**src/rtl/hack_pkg.sv**
```systemverilog
// Shared types and constants for the Hack control unit: FSM states, IR field positions, opcodes.
// Pure declarations; no timing or flow-control behaviour.
package hack_pkg;

  typedef enum logic [2:0] {
    FETCH,
    DECODE,
    MREAD,
    EXEC,
    MWRITE
  } state_t;

  localparam int CI_BIT  = 15;
  localparam int A_BIT   = 12;
  localparam int COMP_HI = 11;
  localparam int COMP_LO = 6;
  localparam int DEST_A  = 5;
  localparam int DEST_D  = 4;
  localparam int DEST_M  = 3;
  localparam int JUMP_HI = 2;
  localparam int JUMP_LO = 0;

  localparam logic [15:0] OP_D_EQ_A     = 16'hEC10;
  localparam logic [15:0] OP_JMP        = 16'hEA87;
  localparam logic [15:0] OP_M_EQ_D_P_M = 16'hF088;
  localparam logic [15:0] OP_D_JEQ      = 16'hE302;
  localparam logic [15:0] OP_AM_EQ_A    = 16'hEC28;
  localparam logic [15:0] OP_A_EQ_M     = 16'hFC20;

  // IR comp field runs zx..no from MSB down; the ALU control word wants zx in bit 0.
  function automatic logic [5:0] comp_to_ctrl(input logic [5:0] comp);
    return {comp[0], comp[1], comp[2], comp[3], comp[4], comp[5]};
  endfunction

endpackage

```
**src/rtl/hack_jump_eval.sv**
```systemverilog
// Combinational jump decision from the IR jump bits and the ALU zr/ng flags.
// Zero latency, no handshake.
module hack_jump_eval (
  input  logic [2:0] jump,
  input  logic       zr,
  input  logic       ng,
  output logic       taken
);

  assign taken = (jump[2] & ng) | (jump[1] & zr) | (jump[0] & ~ng & ~zr);

endmodule

```
**src/rtl/hack_ctrl.sv**
```systemverilog
// Multi-cycle Hack control unit: fetch/decode, A/D/PC registers, M read/write, ALU sequencing.
// A-instr 2 cycles, C-instr 3 (+1 per M access); each memory state stalls with requests held until ack.
module hack_ctrl
  import hack_pkg::*;
#(
  parameter int                ADDR_W   = 15,
  parameter logic [ADDR_W-1:0] PC_RESET = '0
) (
  input  logic              clk,
  input  logic              reset,
  output logic              imem_req,
  output logic [ADDR_W-1:0] imem_addr,
  input  logic              imem_ack,
  input  logic [15:0]       imem_data,
  output logic              dmem_rd,
  output logic              dmem_wr,
  output logic [ADDR_W-1:0] dmem_addr,
  output logic [15:0]       dmem_wdata,
  input  logic              dmem_ack,
  input  logic [15:0]       dmem_rdata,
  output logic [15:0]       alu_x,
  output logic [15:0]       alu_y,
  output logic [5:0]        alu_c,
  input  logic [15:0]       alu_out,
  input  logic              alu_zr,
  input  logic              alu_ng,
  output logic              instr_done,
  output logic [ADDR_W-1:0] pc
);

  state_t            state, nstate;
  logic [ADDR_W-1:0] pc_q;
  logic [15:0]       a_q, d_q, ir_q, m_q;
  logic [ADDR_W-1:0] waddr_q;
  logic [15:0]       wdata_q;
  logic [15:0]       x_q, y_q;
  logic [15:0]       y_sel;
  logic              taken;

  assign y_sel = ir_q[A_BIT] ? m_q : a_q;

  hack_jump_eval u_jump (
    .jump  (ir_q[JUMP_HI:JUMP_LO]),
    .zr    (alu_zr),
    .ng    (alu_ng),
    .taken (taken)
  );

  assign imem_addr  = pc_q;
  assign pc         = pc_q;
  assign dmem_wdata = wdata_q;
  assign alu_x      = (state == EXEC) ? d_q   : x_q;
  assign alu_y      = (state == EXEC) ? y_sel : y_q;

  always_comb begin
    nstate     = state;
    imem_req   = 1'b0;
    dmem_rd    = 1'b0;
    dmem_wr    = 1'b0;
    dmem_addr  = a_q[ADDR_W-1:0];
    instr_done = 1'b0;
    alu_c      = '0;
    case (state)
      FETCH: begin
        // Reset forces FETCH asynchronously; keep the fetch request low while reset is held.
        imem_req = ~reset;
        if (imem_ack) nstate = DECODE;
      end
      DECODE: begin
        if (!ir_q[CI_BIT]) begin
          instr_done = 1'b1;
          nstate     = FETCH;
        end else if (ir_q[A_BIT]) begin
          nstate = MREAD;
        end else begin
          nstate = EXEC;
        end
      end
      MREAD: begin
        dmem_rd = 1'b1;
        if (dmem_ack) nstate = EXEC;
      end
      EXEC: begin
        alu_c = comp_to_ctrl(ir_q[COMP_HI:COMP_LO]);
        if (ir_q[DEST_M]) begin
          nstate = MWRITE;
        end else begin
          instr_done = 1'b1;
          nstate     = FETCH;
        end
      end
      MWRITE: begin
        dmem_wr   = 1'b1;
        dmem_addr = waddr_q;
        if (dmem_ack) begin
          instr_done = 1'b1;
          nstate     = FETCH;
        end
      end
      default: nstate = FETCH;
    endcase
  end

  always_ff @(posedge clk or posedge reset) begin
    if (reset) begin
      state   <= FETCH;
      pc_q    <= PC_RESET;
      a_q     <= '0;
      d_q     <= '0;
      ir_q    <= '0;
      m_q     <= '0;
      waddr_q <= '0;
      wdata_q <= '0;
      x_q     <= '0;
      y_q     <= '0;
    end else begin
      state <= nstate;
      case (state)
        FETCH:  if (imem_ack) ir_q <= imem_data;
        DECODE: begin
          if (!ir_q[CI_BIT]) begin
            a_q  <= {1'b0, ir_q[14:0]};
            pc_q <= pc_q + 1'b1;
          end
        end
        MREAD:  if (dmem_ack) m_q <= dmem_rdata;
        EXEC: begin
          x_q <= d_q;
          y_q <= y_sel;
          if (ir_q[DEST_A]) a_q <= alu_out;
          if (ir_q[DEST_D]) d_q <= alu_out;
          // Write address and jump target both use A from before this instruction's update.
          if (ir_q[DEST_M]) begin
            waddr_q <= a_q[ADDR_W-1:0];
            wdata_q <= alu_out;
          end
          pc_q <= taken ? a_q[ADDR_W-1:0] : pc_q + 1'b1;
        end
        default: ;
      endcase
    end
  end

endmodule
```
**config.mk**
```make
export PLATFORM = sky130hd
export DESIGN_NAME = hack_ctrl
export DESIGN_NICKNAME = d
export VERILOG_FILES = /design/src/rtl/hack_pkg.sv /design/src/rtl/hack_jump_eval.sv /design/src/rtl/hack_ctrl.sv
export SDC_FILE = /design/constraint.sdc
export NUM_CORES = 1
export LEC_CHECK = 0
export BUFFER_PORTS_ARGS = -buffer_cell sky130_fd_sc_hd__buf_2
export CAP_MARGIN = 0
export CORE_ASPECT_RATIO = 0.7
export CORE_MARGIN = 5
export CORE_UTILIZATION = 30
export DETAILED_ROUTE_END_ITERATION = 16
export MAX_ROUTING_LAYER = met4
export PLACE_DENSITY_LB_ADDON = 0.05
export SYNTH_ARGS = -nofsm -noshare
export SYNTH_HDL_FRONTEND = slang
export SYNTH_SLANG_ARGS = --single-unit
```
**constraint.sdc**
```tcl
create_clock -name clk -period 7.83 [get_ports clk]
set_clock_uncertainty 0.05 [all_clocks]
set_input_delay 2.349 -clock clk [delete_from_list [all_inputs] [get_ports clk]]
set_output_delay 2.349 -clock clk [all_outputs]
set_load 0.005 [all_outputs]
```
# == Word level (Yosys, flattened, before mapping) ==
# Index checks and enable logic that the tools add are counted.
# op_classes
add_sub_neg,1
n_eq_ne,9
muxes,25
bitwise,9
n_reduce_logical,9
# ops
cell,count
$mux W16,5
$mux W15,3
$pmux W16 S2,1
$pmux W15 S2,1
$add A15 B1 Y15 const B,1
$pmux W3 S5,1
$mux W3,4
$ne A2 B2 Y1 const B,5
$reduce_and A2 Y1,5
$mux W1,7
$eq A3 B2 Y1 const B,2
$mux W6,1
$reduce_and A3 Y1,2
$and A1 B1 Y1,4
$eq A3 B1 Y1 const B,1
$eq A3 B3 Y1 const B,1
$logic_not A3 Y1,1
$not A1 Y1,3
$pmux W1 S3,1
$mux W2,1
$or A1 B1 Y1,2
$reduce_bool A2 Y1,1
# totals
register_bits,145
in_bits,54
output_inout_bits,103
wordCells,63

# == Depth between registers and ports, before layout ==
# depth
word_depth,6
mapped_depth,7
mapped_depth_nobuf,5

# == Hierarchy ==
# From an unflattened synthesis, not the netlist that was laid out.
# unflattened
hier_cells,540
area_unflattened_um2,6491.2
# by_module_without_submodules
module,instances,cells_each,area_each_um2,seq_area_each_um2
hack_ctrl,1,538,6473.7,3628.5
hack_jump_eval,1,2,17.5,0.0

# == Worst setup path before layout ==
# Ideal clock, no wire load.
# synth_timing
kind,input to output
startpoint,input port dmem_ack
endpoint,output port instr_done
arrival_ns,2.727
required_time_ns,5.431
setup_slack_ns,2.704
path_stages,3
n_path_buf,0
path_cell_list,nand2_1 -> o22a_1 -> o22ai_1
# synth_between
elab_chain_cells,2
# synth_lines
element,line,source
start: declaration,hack_ctrl.sv:19,"input logic dmem_ack,"
$mux W1,hack_ctrl.sv:95,if (dmem_ack) begin
$pmux W1 S3,hack_ctrl.sv:63,case (state)
end: declaration,hack_ctrl.sv:27,"output logic instr_done,"
# Every way passes these cells.

# == Final worst setup path ==
# Same ends and word-level chain as after synthesis.

==> key figures <==
Status
  – Status: completed

Timing
  – Final hold slack: 0.422 ns
  – RSZ-0062 raised after global routing: false
  – Slew @ Worst Pin: 1.12 ns
  – Slew Limit Fails: 0
  – Min Tclk post-route: 5.38 ns
  – Slew HR: 25.3%
  – Final Hold Viols: 0
  – Fmax: 186 MHz
  – Setup TNS: 0 ns
  – Final period util: 68.7%
  – Final setup fails: 0

GRT
  – Antenna violations before repair: 4
  – GRT Residual Overflow: 0
  – GRT Total Usage: 16.1%
  – First-pass GRT wire length: 29500 um
  – Vias in the first global route: 5001
  – Largest net degree at the start of global routing: 78

Synth
  – Synth Area per Inst: 11.7 um2
  – Seq/Total Area, Yosys: 55.8%
  – Net Count, Synth: 610
  – Combinational family with the most area after synthesis: multiplexers
  – XOR/XNOR share of the synthesized area: 0.673%
  – Compound-Gate Fraction of Synth Area: 6.00%
  – YS warnings: 0
  – Synth Area in Adders: 0.192%
  – Synthesized instance count: 555
  – Synth unique cells: 47
  – EDFF count, synth: 0
  – Synthesis-stage register bit count: 145
  – Main synth FF type: dfrtp_1
  – Yosys top cell area share: 55.8%
  – Post-synth ARST share: 100%
  – Cell Area, Synth: 6510 um2
  – Leading post-synthesis cells by cell area: dfrtp_1 (56%), mux2_2 (16%), nand2_1 (5.5%)
  – Proportion of synthesized area in mux cells: 21.5%
  – Simple-Gate Fraction of Synth Area: 11.3%
  – Synth area leader: dfrtp_1

Route
  – Post-Route WL: 18700 um
  – Drt initial violations: 209
  – Avg WL per Cell: 18.9 um
  – Via density: 4.73
  – Post-route ant nets: 0
  – TritonRoute pass-1 iters: 4
  – Routed vias: 4678
  – DRC: 0

Floorplanning
  – Cell Rows: 45
  – Initial Util: 30.3%
  – I/O pins: 157
  – Die area: 24800 um2
  – Die height: 133 um
  – Core ar.: 21500 um2
  – Die X: 186 um

Clock tree
  – Root Driver: clkbuf_16
  – Clock slew at reported path FFs: 0.06 ns
  – Postcts setup bufs: 0
  – Clock buffer count from CTS: 17
  – Max Root-Sink Buffers: 2
  – CTS tree: done
  – Total clock sinks: 145
  – Clk_lat worst skew: 0.43 ns
  – CTS Hold Bufs: 0
  – CTS-repair resized insts: 0
  – CTS H-tree depth: 4

Finish
  – Most frequent cells in the layout: buf_2 (156), dfrtp_1 (145), nand2_1 (96), mux2_2 (93), o21ai_0 (37)
  – Finished Cell Area: 8070 um2
  – Layout cell share with drive strength beyond 1: 41.7%
  – Layout Nets: 747
  – Most common cell after layout, fill and taps aside: buf_2
  – Area growth syn-to-layout: 24.0%

Setup path
  – Worst Setup Start Kind: primary input
  – Critical path class: primary input to output port
  – Critical Path Most Common Cell: buf_2
  – CP arrival: 2.98 ns
  – Max incr delay on CP: 0.19 ns
  – RR Endpoint: dmem_wdata[14]
  – Reg2Reg Setup Slack: 4.57 ns
  – Cell chain of the critical path: buf_2 > nand2_1 > o22a_1 > o22ai_1 > buf_2
  – Slowest CP cell: o22a_1
  – Crit. End Element: output port
  – Worst Path Max Fanout: 3
  – R2R depth: 5
  – CP Data Required Time: 5.43 ns
  – RR Startpoint: state[1]

Min path
  – Worst hold path type: flip-flop to flip-flop
  – Number of cells on the worst hold path: 2
  – Hold-critical path endpoint: x_q[2]
  – Hold wc startpoint: x_q[2]

Power
  – Pwr dens: 438 nW/um2
  – Leakage dissipation: 3.89 nW
  – Design Power: 0.00354 W
  – Worst IR drop on VDD: 0.168 mV

Place
  – Placed wire-length estimate: 13500 um
  – Input/output buffers: 156
  – Placed cell areas: 7440 um2
  – Routability cong.: 0.752

Flow run
  – Max Cap Violations: 0
## power by group
group | leakage [nW] | switching (W) | internal (W)
Sequential | 1.75 | 0.000332 | 0.00111
Clock | 0.299 | 0.000318 | 0.000534
Combinational | 1.83 | 0.000610 | 0.000632
Total | 3.89 | 0.00126 | 0.00228
## how the worst max path moves through the flow
stage / start / end / slack [ns] / cells past startpoint
final: dmem_ack / instr_done / 2.45 / 5
after global routing: dmem_ack / instr_done / 2.37 / 5
after CTS: dmem_ack / instr_done / 2.44 / 5
after detailed placement: dmem_ack / instr_done / 2.45 / 5
after global placement: dmem_ack / instr_done / 2.45 / 5
after floorplan: reset / a_q[0] / 1.54 / 1
## critical path, delay by kind of cell
kind,cells,cell delay (ns)
AO/OA/AOI/OAI,2,0.31
buffers and inverters,2,0.24
AND/OR/NAND/NOR,1,0.08
## metal layers
| layer | wire length (um) | track usage, % | up-vias |
|---|---|---|---|
| li1 | - | - | 2216 |
| met5 | 0 | - | - |
| met1 | 9310 | 23.0 | 2320 |
| met3 | 1110 | 3.90 | 15 |
| met2 | 8100 | 22.7 | 127 |
| met4 | 221 | 4.81 | 0 |
## synth_stat cells, drive strengths merged, types with 3 or more instances
cell type and count:
nor3 4, nand4 4, o21ai 37, and3 6, nor4 3, a211oi 3, dfrtp 145, or4 7
nor2 13, mux2 94, or3 3, a31oi 5, mux2i 34, buf 34, a21oi 8, nand2b 4
nand3 10, xnor2 4, clkbuf 11, nand2 96, inv 8, a2bb2oi 3
## layout make-up
class	count	area, um2
timing repair buffer	163	833
sequential	145	3630
clock inverter	9	129
clock buffer	23	488
fill	2164	13400
multi-input combinational	357	2590
inverter	8	35.0
antenna	3	7.51
tap	282	353
## flip-flops by register name (all words and copies together) (netlist names)
| name | flops |
|---|---|
| imem_addr | 15 |
| state | 3 |
| dmem_wdata | 16 |
| x_q | 16 |
| d_q | 16 |
| m_q | 16 |
| a_q | 16 |
| y_q | 16 |
| waddr_q | 15 |
| ir_q | 16 |
## cell families after synthesis
family	Yosys count
flip-flops	145
buffers and inverters	53
multiplexers	128
AND/OR/NAND/NOR	157
XOR/XNOR	5
adder cells (fa/ha/maj)	1
AO/OA/AOI/OAI	66
## per-stage QoR
step	utilization [%]	std cells	setup slack, ns
finish	37.5	990	2.45
floorplan	-	555	1.54
global placement	34.6	955	2.45
global route	37.5	990	2.37
CTS	37.5	987	2.44
detailed placement	34.6	955	2.45
(Power assumes the default switching activity.)
